--- src/rtl/uart_loader_pkg.sv ---
// Shared constants for the UART program loader: loader FSM encoding, default frame marker
// and small datapath helpers.
package uart_loader_pkg;

    localparam int STATE_W = 4;

    localparam logic [3:0] ST_IDLE      = 4'd0;
    localparam logic [3:0] ST_LEN_LO    = 4'd1;
    localparam logic [3:0] ST_LEN_HI    = 4'd2;
    localparam logic [3:0] ST_WAIT_DATA = 4'd3;
    localparam logic [3:0] ST_WR_SETUP  = 4'd4;
    localparam logic [3:0] ST_WR_PULSE  = 4'd5;
    localparam logic [3:0] ST_WR_HOLD   = 4'd6;
    localparam logic [3:0] ST_CHECK     = 4'd7;
    localparam logic [3:0] ST_DONE      = 4'd8;
    localparam logic [3:0] ST_ERR       = 4'd9;

    localparam logic [7:0] SYNC_BYTE_DEFAULT = 8'hA5;

    // Running image checksum: plain 8-bit sum, a good frame makes sum + CHK wrap to zero.
    function automatic logic [7:0] sum8(input logic [7:0] a, input logic [7:0] b);
        return a + b;
    endfunction

    function automatic logic is_busy_state(input logic [3:0] st);
        return !((st == ST_IDLE) || (st == ST_DONE) || (st == ST_ERR));
    endfunction

endpackage

--- src/rtl/uart_rx_core.sv ---
// 8N1 UART receiver with input synchronizer, mid-bit sampling and a one-byte holding
// register; rx_valid stays high until the consumer acknowledges the held byte.
module uart_rx_core #(
    parameter int CLKS_PER_BIT = 868
) (
    input  logic       clk,
    input  logic       rst,
    input  logic       rx,
    input  logic       rx_ack,
    output logic [7:0] rx_data,
    output logic       rx_valid,
    output logic       frame_err,
    output logic       overrun
);
    localparam int CNT_W = $clog2(CLKS_PER_BIT) + 1;
    localparam logic [CNT_W-1:0] FULL_BIT = CNT_W'(CLKS_PER_BIT - 1);
    localparam logic [CNT_W-1:0] HALF_BIT = CNT_W'(CLKS_PER_BIT / 2 - 1);

    localparam logic [1:0] RX_IDLE  = 2'd0;
    localparam logic [1:0] RX_START = 2'd1;
    localparam logic [1:0] RX_DATA  = 2'd2;
    localparam logic [1:0] RX_STOP  = 2'd3;

    logic             rx_meta_r;
    logic             rx_sync_r;
    logic [1:0]       rx_state_r;
    logic [CNT_W-1:0] bit_cnt_r;
    logic [2:0]       bit_idx_r;
    logic [7:0]       shift_r;
    logic [7:0]       hold_data_r;
    logic             hold_full_r;
    logic             frame_err_r;
    logic             overrun_r;
    logic             stop_tick_s;
    logic             byte_done_s;
    logic             frame_bad_s;

    // Two-flop synchronizer, reset to the idle (high) line level
    always_ff @(posedge clk) begin
        if (rst) begin
            rx_meta_r <= 1'b1;
            rx_sync_r <= 1'b1;
        end else begin
            rx_meta_r <= rx;
            rx_sync_r <= rx_meta_r;
        end
    end

    // Stop-bit sample outcome
    always_comb begin
        stop_tick_s = (rx_state_r == RX_STOP) && (bit_cnt_r == FULL_BIT);
        byte_done_s = stop_tick_s && rx_sync_r;
        frame_bad_s = stop_tick_s && !rx_sync_r;
    end

    // Bit timing: start re-check at half-bit, then one sample per bit period at mid-bit
    always_ff @(posedge clk) begin
        if (rst) begin
            rx_state_r <= RX_IDLE;
            bit_cnt_r  <= {CNT_W{1'b0}};
            bit_idx_r  <= 3'd0;
            shift_r    <= 8'h00;
        end else begin
            case (rx_state_r)
                RX_IDLE: begin
                    bit_cnt_r <= {CNT_W{1'b0}};
                    if (!rx_sync_r) begin
                        rx_state_r <= RX_START;
                    end
                end
                RX_START: begin
                    if (bit_cnt_r == HALF_BIT) begin
                        bit_cnt_r  <= {CNT_W{1'b0}};
                        bit_idx_r  <= 3'd0;
                        // A high line here was only a glitch
                        rx_state_r <= rx_sync_r ? RX_IDLE : RX_DATA;
                    end else begin
                        bit_cnt_r <= bit_cnt_r + CNT_W'(1);
                    end
                end
                RX_DATA: begin
                    if (bit_cnt_r == FULL_BIT) begin
                        bit_cnt_r <= {CNT_W{1'b0}};
                        shift_r   <= {rx_sync_r, shift_r[7:1]};
                        bit_idx_r <= bit_idx_r + 3'd1;
                        if (bit_idx_r == 3'd7) begin
                            rx_state_r <= RX_STOP;
                        end
                    end else begin
                        bit_cnt_r <= bit_cnt_r + CNT_W'(1);
                    end
                end
                RX_STOP: begin
                    if (bit_cnt_r == FULL_BIT) begin
                        bit_cnt_r  <= {CNT_W{1'b0}};
                        rx_state_r <= RX_IDLE;
                    end else begin
                        bit_cnt_r <= bit_cnt_r + CNT_W'(1);
                    end
                end
                default: rx_state_r <= RX_IDLE;
            endcase
        end
    end

    // Holding register and one-cycle error strobes
    always_ff @(posedge clk) begin
        if (rst) begin
            hold_full_r <= 1'b0;
            hold_data_r <= 8'h00;
            frame_err_r <= 1'b0;
            overrun_r   <= 1'b0;
        end else begin
            frame_err_r <= frame_bad_s;
            overrun_r   <= byte_done_s && hold_full_r && !rx_ack;
            if (byte_done_s) begin
                hold_full_r <= 1'b1;
                hold_data_r <= shift_r;
            end else if (rx_ack) begin
                hold_full_r <= 1'b0;
            end
        end
    end

    assign rx_data   = hold_data_r;
    assign rx_valid  = hold_full_r;
    assign frame_err = frame_err_r;
    assign overrun   = overrun_r;

endmodule

--- src/rtl/uart_program_loader.sv ---
// UART boot loader: parses SYNC/LEN/payload/CHK frames, halts the core, writes the payload
// into instruction memory and releases the core with a one-cycle reset on a good checksum.
module uart_program_loader
    import uart_loader_pkg::*;
#(
    parameter int         CLK_FREQ     = 100_000_000,
    parameter int         BAUD         = 115_200,
    parameter int         IMEM_BYTES   = 1024,
    parameter logic [7:0] SYNC_BYTE    = SYNC_BYTE_DEFAULT,
    parameter int         TIMEOUT_BITS = 20
) (
    input  logic                          sys_clk,
    input  logic                          sys_rst,
    input  logic                          uart_rx,
    output logic                          hlt,
    output logic                          pgm_mode,
    output logic [$clog2(IMEM_BYTES)-1:0] pgm_addr,
    output logic [7:0]                    pgm_data,
    output logic                          inst_mem_we,
    output logic                          cpu_rst,
    output logic                          busy,
    output logic                          load_done,
    output logic                          load_err
);
    localparam int CLKS_PER_BIT = CLK_FREQ / BAUD;
    localparam int ADDR_W       = $clog2(IMEM_BYTES);
    localparam int REM_W        = ADDR_W + 1;

    logic [7:0]              rx_data_s;
    logic                    rx_valid_s;
    logic                    frame_err_s;
    logic                    overrun_s;
    logic                    rx_ack_s;
    logic [STATE_W-1:0]      state_r;
    logic [STATE_W-1:0]      state_nxt_s;
    logic [7:0]              len_lo_r;
    logic [15:0]             len_s;
    logic [REM_W-1:0]        remaining_r;
    logic [7:0]              sum_r;
    logic [TIMEOUT_BITS-1:0] tmo_cnt_r;
    logic                    timeout_s;
    logic                    err_s;
    logic                    sync_hit_s;
    logic                    hlt_r;
    logic [ADDR_W-1:0]       pgm_addr_r;
    logic [7:0]              pgm_data_r;
    logic                    we_r;
    logic                    cpu_rst_r;
    logic                    busy_r;
    logic                    load_done_r;
    logic                    load_err_r;

    uart_rx_core #(
        .CLKS_PER_BIT(CLKS_PER_BIT)
    ) u_rx (
        .clk      (sys_clk),
        .rst      (sys_rst),
        .rx       (uart_rx),
        .rx_ack   (rx_ack_s),
        .rx_data  (rx_data_s),
        .rx_valid (rx_valid_s),
        .frame_err(frame_err_s),
        .overrun  (overrun_s)
    );

    // Frame decode, error detection and byte acknowledge; bytes wait in the rx core during writes
    always_comb begin
        len_s      = {rx_data_s, len_lo_r};
        sync_hit_s = rx_valid_s && (rx_data_s == SYNC_BYTE);
        timeout_s  = (tmo_cnt_r == {TIMEOUT_BITS{1'b1}});
        err_s      = is_busy_state(state_r) && (frame_err_s || overrun_s || timeout_s);
        if ((state_r == ST_WR_SETUP) || (state_r == ST_WR_PULSE) ||
            (state_r == ST_WR_HOLD) || (state_r == ST_DONE)) begin
            rx_ack_s = 1'b0;
        end else begin
            rx_ack_s = rx_valid_s;
        end
    end

    // Loader next-state logic
    always_comb begin
        state_nxt_s = state_r;
        if (err_s) begin
            state_nxt_s = ST_ERR;
        end else begin
            case (state_r)
                ST_IDLE, ST_ERR: begin
                    if (sync_hit_s) state_nxt_s = ST_LEN_LO;
                    else            state_nxt_s = state_r;
                end
                ST_LEN_LO: begin
                    if (rx_valid_s) state_nxt_s = ST_LEN_HI;
                    else            state_nxt_s = state_r;
                end
                ST_LEN_HI: begin
                    if (!rx_valid_s)                     state_nxt_s = state_r;
                    else if (len_s > 16'(IMEM_BYTES))    state_nxt_s = ST_ERR;
                    else if (len_s == 16'h0000)          state_nxt_s = ST_CHECK;
                    else                                 state_nxt_s = ST_WAIT_DATA;
                end
                ST_WAIT_DATA: begin
                    if (rx_valid_s) state_nxt_s = ST_WR_SETUP;
                    else            state_nxt_s = state_r;
                end
                ST_WR_SETUP: state_nxt_s = ST_WR_PULSE;
                ST_WR_PULSE: state_nxt_s = ST_WR_HOLD;
                ST_WR_HOLD: begin
                    if (remaining_r == REM_W'(1)) state_nxt_s = ST_CHECK;
                    else                          state_nxt_s = ST_WAIT_DATA;
                end
                ST_CHECK: begin
                    if (!rx_valid_s)                               state_nxt_s = state_r;
                    else if (sum8(sum_r, rx_data_s) == 8'h00)      state_nxt_s = ST_DONE;
                    else                                           state_nxt_s = ST_ERR;
                end
                ST_DONE: state_nxt_s = ST_IDLE;
                default: state_nxt_s = ST_IDLE;
            endcase
        end
    end

    // State, registered outputs and datapath; outputs are derived from the next state
    always_ff @(posedge sys_clk) begin
        if (sys_rst) begin
            state_r     <= ST_IDLE;
            len_lo_r    <= 8'h00;
            remaining_r <= {REM_W{1'b0}};
            sum_r       <= 8'h00;
            tmo_cnt_r   <= {TIMEOUT_BITS{1'b0}};
            hlt_r       <= 1'b0;
            pgm_addr_r  <= {ADDR_W{1'b0}};
            pgm_data_r  <= 8'h00;
            we_r        <= 1'b0;
            cpu_rst_r   <= 1'b0;
            busy_r      <= 1'b0;
            load_done_r <= 1'b0;
            load_err_r  <= 1'b0;
        end else begin
            state_r   <= state_nxt_s;
            busy_r    <= is_busy_state(state_nxt_s);
            we_r      <= (state_nxt_s == ST_WR_PULSE);
            cpu_rst_r <= (state_nxt_s == ST_DONE);
            if (rx_valid_s || !is_busy_state(state_r)) begin
                tmo_cnt_r <= {TIMEOUT_BITS{1'b0}};
            end else begin
                tmo_cnt_r <= tmo_cnt_r + TIMEOUT_BITS'(1);
            end

            if ((state_nxt_s == ST_LEN_LO) && (state_r != ST_LEN_LO)) begin
                hlt_r       <= 1'b1;
                load_done_r <= 1'b0;
                load_err_r  <= 1'b0;
                pgm_addr_r  <= {ADDR_W{1'b0}};
                sum_r       <= 8'h00;
            end else if (state_nxt_s == ST_DONE) begin
                hlt_r       <= 1'b0;
                load_done_r <= 1'b1;
            end else if ((state_nxt_s == ST_ERR) && (state_r != ST_ERR)) begin
                load_err_r  <= 1'b1;
            end

            if ((state_r == ST_LEN_LO) && rx_valid_s) begin
                len_lo_r <= rx_data_s;
            end
            if ((state_r == ST_LEN_HI) && rx_valid_s) begin
                remaining_r <= len_s[REM_W-1:0];
            end
            if ((state_r == ST_WAIT_DATA) && (state_nxt_s == ST_WR_SETUP)) begin
                pgm_data_r <= rx_data_s;
                sum_r      <= sum8(sum_r, rx_data_s);
            end
            // Address wraps naturally past the last IMEM byte; the wrapped value is never used
            if (state_r == ST_WR_HOLD) begin
                pgm_addr_r  <= pgm_addr_r + ADDR_W'(1);
                remaining_r <= remaining_r - REM_W'(1);
            end
        end
    end

    assign hlt         = hlt_r;
    assign pgm_mode    = hlt_r;
    assign pgm_addr    = pgm_addr_r;
    assign pgm_data    = pgm_data_r;
    assign inst_mem_we = we_r;
    assign cpu_rst     = cpu_rst_r;
    assign busy        = busy_r;
    assign load_done   = load_done_r;
    assign load_err    = load_err_r;

endmodule

--- config.mk ---
export PLATFORM = sky130hd
export DESIGN_NAME = uart_program_loader
export DESIGN_NICKNAME = d
export VERILOG_FILES = /design/src/rtl/uart_loader_pkg.sv /design/src/rtl/uart_rx_core.sv /design/src/rtl/uart_program_loader.sv
export SDC_FILE = /design/constraint.sdc
export NUM_CORES = 1
export LEC_CHECK = 0
export CAP_MARGIN = 20
export CORE_ASPECT_RATIO = 1.5
export CORE_MARGIN = 1.5
export CORE_UTILIZATION = 50
export CTS_BUF_LIST = sky130_fd_sc_hd__clkbuf_8
export CTS_CLUSTER_DIAMETER = 200
export DETAILED_ROUTE_END_ITERATION = 8
export GPL_ROUTABILITY_DRIVEN = 0
export GPL_TIMING_DRIVEN = 0
export PLACE_DENSITY = 0.74
export SLEW_MARGIN = 20
export SYNTH_ARGS = -nofsm -noshare
export SYNTH_HDL_FRONTEND = slang
export SYNTH_SLANG_ARGS = --single-unit
--- constraint.sdc ---
create_clock -name sys_clk -period 2.8 [get_ports sys_clk]
set_clock_uncertainty 0.2 [all_clocks]
set_input_delay 0.7 -clock sys_clk [delete_from_list [all_inputs] [get_ports sys_clk]]
set_output_delay 0.7 -clock sys_clk [all_outputs]
set_load 0.01 [all_outputs]
==> After elaboration in Yosys (flattened, before gate mapping) <==
Index checks and enable logic that the tools add are counted.
{ "op_classes": {"n_eq_ne": 30, "n_reduce_logical": 45, "shifts": 0, "order_cmp": 1, "n_bitwise": 1, "n_mul": 0, "mux": 35, "div_mod_pow": 0, "n_addsub": 6} }
{ "op_table": {"columns": ["cell", "count"], "rows": [
  ["$mux W11", 4],
  ["$pmux W11 S3", 1],
  ["$pmux W4 S8", 1],
  ["$mux W4", 7],
  ["$eq A4 B3 Y1 const B", 6],
  ["$add A20 B1 Y20 const B", 1],
  ["$eq A20 B20 Y1 const B", 1],
  ["$mux W10", 2],
  ["$eq A4 B4 Y1 const B", 4],
  ["$gt A16 B11 Y1 const B", 1],
  ["$logic_not A16 Y1", 1],
  ["$mux W8", 2],
  ["$logic_and A1 B1 Y1", 12],
  ["$mux W2", 6],
  ["$mux W3", 4],
  ["$reduce_bool A2 Y1", 6],
  ["$add A11 B1 Y11 const B", 1],
  ["$eq A11 B1 Y1 const B", 1],
  ["$eq A11 B10 Y1 const B", 1],
  ["$eq A11 B9 Y1 const B", 1],
  ["$sub A11 B1 Y11 const B", 1],
  ["$add A10 B1 Y10 const B", 1],
  ["$logic_or A1 B1 Y1", 10],
  ["$add A8 B8 Y8", 1],
  ["23 further kinds", 42]
]} }
{ "word_totals": {"n_memories": 0, "ff_bits": 112, "rom_bits": 0, "ramBits": 0, "latchBits": 0, "out_inout_bits": 25} }

==> Logic depth before layout (Yosys ltp) <==
{ "logic_depth": {"word_depth": 10, "ltp_mapped": 10, "ltp_nobuf": 9} }

==> Hierarchy <==
Synthesis repeated with hierarchy kept, for this count alone.
{ "hier_totals": {"hier_cells": 631, "hier_area_um2": 5401.4} }
{ "modules_own_cells": {"columns": ["module", "cells_per_inst", "area_per_inst_um2", "seq_area_each_um2", "n_inst"], "rows": [
  ["uart_program_loader", 477, 3854.9, 1501.4, 1],
  ["uart_rx_core", 154, 1546.5, 740.7, 1]
]} }

==> Least setup slack after synthesis <==
No wires, ideal clock.
{ "synth_timing": {"path_type": "reg2reg", "from": "register u_rx.hold_data_r[0] (netlist: u_rx.rx_data[0])", "to": "register pgm_addr_r[8] (netlist: pgm_addr[8])", "slack_ns": -0.046, "setup_time_ns": 0.120, "path_buffers": 1, "stages_incl_launch_ff": 11, "arrival_ns": 2.526, "required_ns": 2.480, "period_less_slack_ns": 2.846, "cell_sequence": "dfxtp_1 > ha_1 > fa_1 > a211oi_2 > nor2_1 > o311ai_1 > nor4b_2 > o21ai_2 > buf_6 > a211oi_4 > a211o_1"} }
{ "synth_via": {"elab_chain_len": 9} }
{ "synth_lines": {"columns": ["element", "line", "rtl"], "rows": [
  ["start: declaration", "uart_rx_core.sv:30", "logic [7:0] hold_data_r;"],
  ["start signal: assignment", "uart_rx_core.sv:118", "hold_data_r <= shift_r;"],
  ["$add A8 B8 Y8 or $logic_not A16 Y1 (tied branches)", "uart_loader_pkg.sv:22, uart_program_loader.sv:98", null],
  ["$logic_not A8 Y1 or $mux W3 (tied branches)", "uart_program_loader.sv:113, uart_program_loader.sv:98", null],
  ["$mux W1 or $mux W4 (tied branches)", "uart_program_loader.sv:113, uart_program_loader.sv:97", null],
  ["$mux W4 (on tied branches)", "uart_program_loader.sv:112, uart_program_loader.sv:96", null],
  ["$pmux W4 S8 (*)", "uart_program_loader.sv:86", "case (state_r)"],
  ["$mux W4 (*)", "uart_program_loader.sv:83", "if (err_s) begin"],
  ["$eq A4 B1 Y1 (*)", "uart_program_loader.sv:149", "if ((state_nxt_s == ST_LEN_LO) && (state_r != ST_LEN_LO)) begin"],
  ["$logic_and A1 B1 Y1 (*)", "uart_program_loader.sv:149", null],
  ["$reduce_bool A2 Y1 (no source line) (*)", null, null],
  ["end signal: assignment", "uart_program_loader.sv:131", "pgm_addr_r <= {ADDR_W{1'b0}};"],
  ["end signal: assignment", "uart_program_loader.sv:153", "pgm_addr_r <= {ADDR_W{1'b0}};"],
  ["end signal: assignment", "uart_program_loader.sv:174", "pgm_addr_r <= pgm_addr_r + ADDR_W'(1);"],
  ["end: declaration", "uart_program_loader.sv:45", "logic [ADDR_W-1:0] pgm_addr_r;"]
]} }
Mark *: on every way between the ends. The rest lies on a longest branch, timed or not.
A chain may end at the register's enable or synchronous reset.

==> Worst setup path after layout <==
{ "layout_timing": {"from": "register u_rx.hold_data_r[1] (netlist: u_rx.rx_data[1])", "to": "register sum_r[1]"} }
{ "layout_via": {"elab_chain_len": 9} }
{ "layout_lines": {"columns": ["element", "line", "rtl"], "rows": [
  ["$add A8 B8 Y8 or $logic_not A16 Y1 (tied branches)", "uart_loader_pkg.sv:22, uart_program_loader.sv:98", null],
  ["$logic_not A8 Y1 or $mux W3 (tied branches)", "uart_program_loader.sv:113, uart_program_loader.sv:98", null],
  ["$mux W1 or $mux W4 (tied branches)", "uart_program_loader.sv:113, uart_program_loader.sv:97", null],
  ["$mux W4 (on tied branches)", "uart_program_loader.sv:112, uart_program_loader.sv:96", null],
  ["$pmux W4 S8", "uart_program_loader.sv:86", null],
  ["$mux W4", "uart_program_loader.sv:83", null],
  ["$eq A4 B3 Y1 or $eq A4 B1 Y1 (tied branches)", "uart_program_loader.sv:168, uart_program_loader.sv:149", null],
  ["$logic_and A1 B1 Y1 (on tied branches)", "uart_program_loader.sv:168, uart_program_loader.sv:149", null],
  ["$mux W8 or $reduce_bool A2 Y1 (tied branches)", null, null],
  ["end signal: assignment", "uart_program_loader.sv:170", "sum_r <= sum8(sum_r, rx_data_s);"],
  ["end: declaration", "uart_program_loader.sv:39", "logic [7:0] sum_r;"]
]} }
Several ways; a longest one is shown, not always the timed one.

==> impl_summary.log <==
[metrics] Slew HR: 0.501
[metrics] setup repair after global routing missed its margin: true
[metrics] max-slew violation count: 0
[metrics] fraction of final layout cells with drive strength greater than 1: 0.121
[metrics] setup slack, reg-to-reg: -100 ps
[metrics] number of H-tree levels: 3
[metrics] share of synthesized area occupied by flip-flops and latches: 0.419
[metrics] Die X-Extent: 87.5 um
[metrics] Skew-Pair Late Insertion Delay: 380 ps
[metrics] synthesis-stage register bit count: 112
[metrics] failing checks: setup timing
[metrics] cell with the most instances after synthesis: sky130_fd_sc_hd__dfxtp_1
[metrics] Synth async-reset ratio: 0
[metrics] number of enable flip-flop cells after synthesis: 0
[metrics] Reg power frac: 0.604
[metrics] relative contribution of the clock network to total power: 0.368
[metrics] area occupied by multi-input gates: 3030 sq um
[metrics] type of origin of the critical path: flop
[metrics] length of the first detailed-routing pass in iterations: 4
[metrics] Synth top cells by count: 112 x sky130_fd_sc_hd__dfxtp_1, 87 x sky130_fd_sc_hd__nor2_1, 50 x sky130_fd_sc_hd__nand2_1, 44 x sky130_fd_sc_hd__a21oi_1, 43 x sky130_fd_sc_hd__nand3_1
[metrics] internal power consumption: 2.07 mW
[metrics] most area-hungry cell type in the Yosys netlist: sky130_fd_sc_hd__dfxtp_1
[metrics] first-pass GRT wire length: 20.1 mm
[metrics] I/O pin cnt: 28
[metrics] post-route worst setup slack: -96.0 ps
[metrics] worst reg2reg startpoint: u_rx.rx_data[1]
[metrics] total power density per cell area: 424 nW/um^2
[metrics] growth of design area from synthesis to finish: 16.8%
[metrics] row cnt: 46
[metrics] combinational share of power: 0.028
[metrics] share of the clock period used by the worst path after layout: 1.03
[metrics] Fmax achieved: 345 MHz
[metrics] net count of the mapped netlist: 630
[metrics] sink count of the clock tree: 112
[metrics] Min-Delay Endpoint: u_rx.rx_sync_r
[metrics] Netlist cell types: 70
[metrics] Final Routed Wirelength: 11.8 mm
[metrics] Layout Nets: 680
[metrics] Worst Path Arrival: 3030 ps
[metrics] overall overflow remaining after global route: 0
[metrics] pin count of the biggest net entering global routing: 17
[metrics] setup tns final: -1070 ps
[metrics] detail-routed via count per cell: 5.60
[metrics] shortest period the worst path allows: 2900 ps
[metrics] type of destination of the critical path: flop
[metrics] antenna-violating nets left: 0
[metrics] detailed-placement wirelength estimate: 8.48 mm
[metrics] count of mapped cells out of synthesis: 606
[metrics] worst-path maximum fanout: 8
[metrics] dominant synthesized flop cell: sky130_fd_sc_hd__dfxtp_1
[metrics] max cap viols: 0
[metrics] maximum count of clock buffers along a single path: 2
[metrics] area occupied by registers: 2250 sq um
[metrics] depth of the worst hold-timing path: 1
[metrics] CTS Buf Count: 9
[metrics] transition time at the pin with the least slew margin: 741 ps
[metrics] die span in y: 130 um
[metrics] worst slack at placement: -464 ps
[metrics] cells taking the most area after synthesis: sky130_fd_sc_hd__dfxtp_1 42%, sky130_fd_sc_hd__nor2_1 6.1%, sky130_fd_sc_hd__ha_1 4.7%, sky130_fd_sc_hd__a21oi_1 4.1%, sky130_fd_sc_hd__nand3_1 4.0%
[metrics] end of the worst register-to-register path: sum_r[1]
[metrics] number of vias in the routed layout: 4507
[metrics] top-area cell type share of the netlist area: 0.419
[metrics] clock slew at reported path FFs: 100 ps
[metrics] post-synthesis cell area: 5350 sq um
[metrics] wire length per cell after detailed routing: 14.7 um
[metrics] Starting Density: 0.511
[metrics] DRC viols: 0
[metrics] via count of the first global-routing pass: 4401
[metrics] fillers: 952
[metrics] quantity of I/O buffers inserted on ports: 26
[metrics] post-route total power: 2.65 mW
[metrics] net switching share of the total power: 0.218
[metrics] CTS root buf: sky130_fd_sc_hd__clkbuf_8
[metrics] Hold WS: 221 ps
[metrics] Peak VDD IR: 234 uV
[metrics] ANT cells: 0
[metrics] area of the core: 10500 sq um
[metrics] hold path startpoint: u_rx.rx_meta_r
[metrics] Synth Warn #: 0
[metrics] Iteration-0 DRC Markers: 384
[metrics] TritonCTS clock tree: yes
[metrics] reported leakage power: 2.37 nW
[metrics] switching power: 578 uW
[metrics] Finish-stage setup viols: 19
[metrics] CP required: 2930 ps
[metrics] kind of path behind the tightest hold check: reg2reg
[metrics] die area: 11300 sq um
[metrics] antenna violations before repair: 0
[metrics] result of the run: complete, but fails checks
[metrics] Post-Synthesis Mean Instance Area: 8.83 sq um
[metrics] depth of the worst register-to-register path: 10
[metrics] Critical Setup Path Class: reg2reg
[metrics] all-layer global routing usage: 0.222
[metrics] number of hold violations in the final report: 0
[placed cells by master (no fill, tap or decap), drive strengths merged, types with 7 or more instances in the layout]
cell type	n
nor3	18
and3	8
clkdlybuf4s50	26
nand4	8
nor4	7
a21oi	44
nor2	89
a211oi	7
a22o	10
o21ai	17
clkbuf	30
xor2	21
nand3	44
ha	20
dfxtp	112
o211ai	9
inv	20
mux2i	16
xnor2	9
nand2	51
buf	21
[layout make-up]
class	instances	area share
Multi-Input combinational cell	449	0.484
Clock buffer	11	0.0242
Sequential cell	112	0.360
Buffer	27	0.0220
Inverter	18	0.0108
Timing Repair Buffer	39	0.0617
Clock inverter	5	0.00761
Tap cell	144	0.0288
[through the flow]
step	instances	utilization	cell area, sq um
2_1_floorplan	606	-	5380
3_3_place_gp	776	0.555	5820
3_5_place_dp	776	0.555	5820
4_1_cts	804	0.594	6220
5_1_grt	805	0.597	6250
6_report	805	0.597	6250
[how the worst max path moves through the flow]
| stage | startpoint | end | slack (ps) | cells past startpoint |
|---|---|---|---|---|
| after floorplan | u_rx.rx_data[0] | pgm_addr[0] | 4 | 10 |
| after global placement | u_rx.rx_data[0] | pgm_addr[0] | -390 | 10 |
| after detailed placement | u_rx.rx_data[0] | pgm_addr[0] | -460 | 10 |
| after CTS | u_rx.rx_data[0] | sum_r[5] | -70 | 11 |
| after global routing | u_rx.rx_data[1] | sum_r[5] | -200 | 10 |
| final | u_rx.rx_data[1] | sum_r[1] | -100 | 10 |
[metal layers]
layer / vias up / track usage / share of wire
met4: 0 / 0.0934 / 0.025
li1: 2244 / - / -
met1: 2144 / 0.256 / 0.42
met2: 95 / 0.401 / 0.52
met5: - / 0 / 0
met3: 24 / 0.0361 / 0.033
[worst max-delay path, stage by stage, from the launching register on]
cell and delay, ps:
sky130_fd_sc_hd__dfxtp_2 450, sky130_fd_sc_hd__ha_1 290, sky130_fd_sc_hd__a211oi_4 370, sky130_fd_sc_hd__o21ba_2 250, sky130_fd_sc_hd__o221ai_4 130, sky130_fd_sc_hd__nor4b_4 340
sky130_fd_sc_hd__o21ai_2 100, sky130_fd_sc_hd__buf_4 150, sky130_fd_sc_hd__a211oi_4 270, sky130_fd_sc_hd__buf_12 160, sky130_fd_sc_hd__a22o_1 140
[power groups by stage]
stage               combinational, mW  sequential, mW  clock, mW
finish                         0.0747            1.60      0.976
global route                   0.0860            1.60       1.05
CTS                            0.0758            1.60      0.993
detailed placement             0.0689            1.64          0
global placement               0.0659            1.64          0
floorplan                      0.0488            1.64          0
[registers in the layout (all words and copies together) (netlist names), 3 cells and up, named ones only]
signal	count
u_rx.bit_cnt_r	11
pgm_addr	10
sum_r	8
state_r	4
tmo_cnt_r	20
u_rx.shift_r	8
u_rx.bit_idx_r	3
u_rx.rx_data	8
pgm_data	8
len_lo_r	8
remaining_r	11
[repair_timing]
action,4_1_cts,5_1_grt
gates resized for setup,21,6
buffers inserted,12,1
pin swaps,19,5
hold endpoints to repair,0,0
setup endpoints to repair,22,29
hold buffers,0,0
[kinds of logic (layout without fill, tap and decap cells)]
kind of cell,after synthesis,in the layout,share of synthesized area
AO/OA/AOI/OAI,120,120,0.161
XOR/XNOR,30,30,0.0491
adder cells (fa/ha/maj),21,21,0.0505
buffers and inverters,45,100,0.0383
flip-flops,112,112,0.419
multiplexers,17,17,0.0327
AND/OR/NAND/NOR,261,261,0.249
No activity file was read; power rests on OpenSTA's default activity.
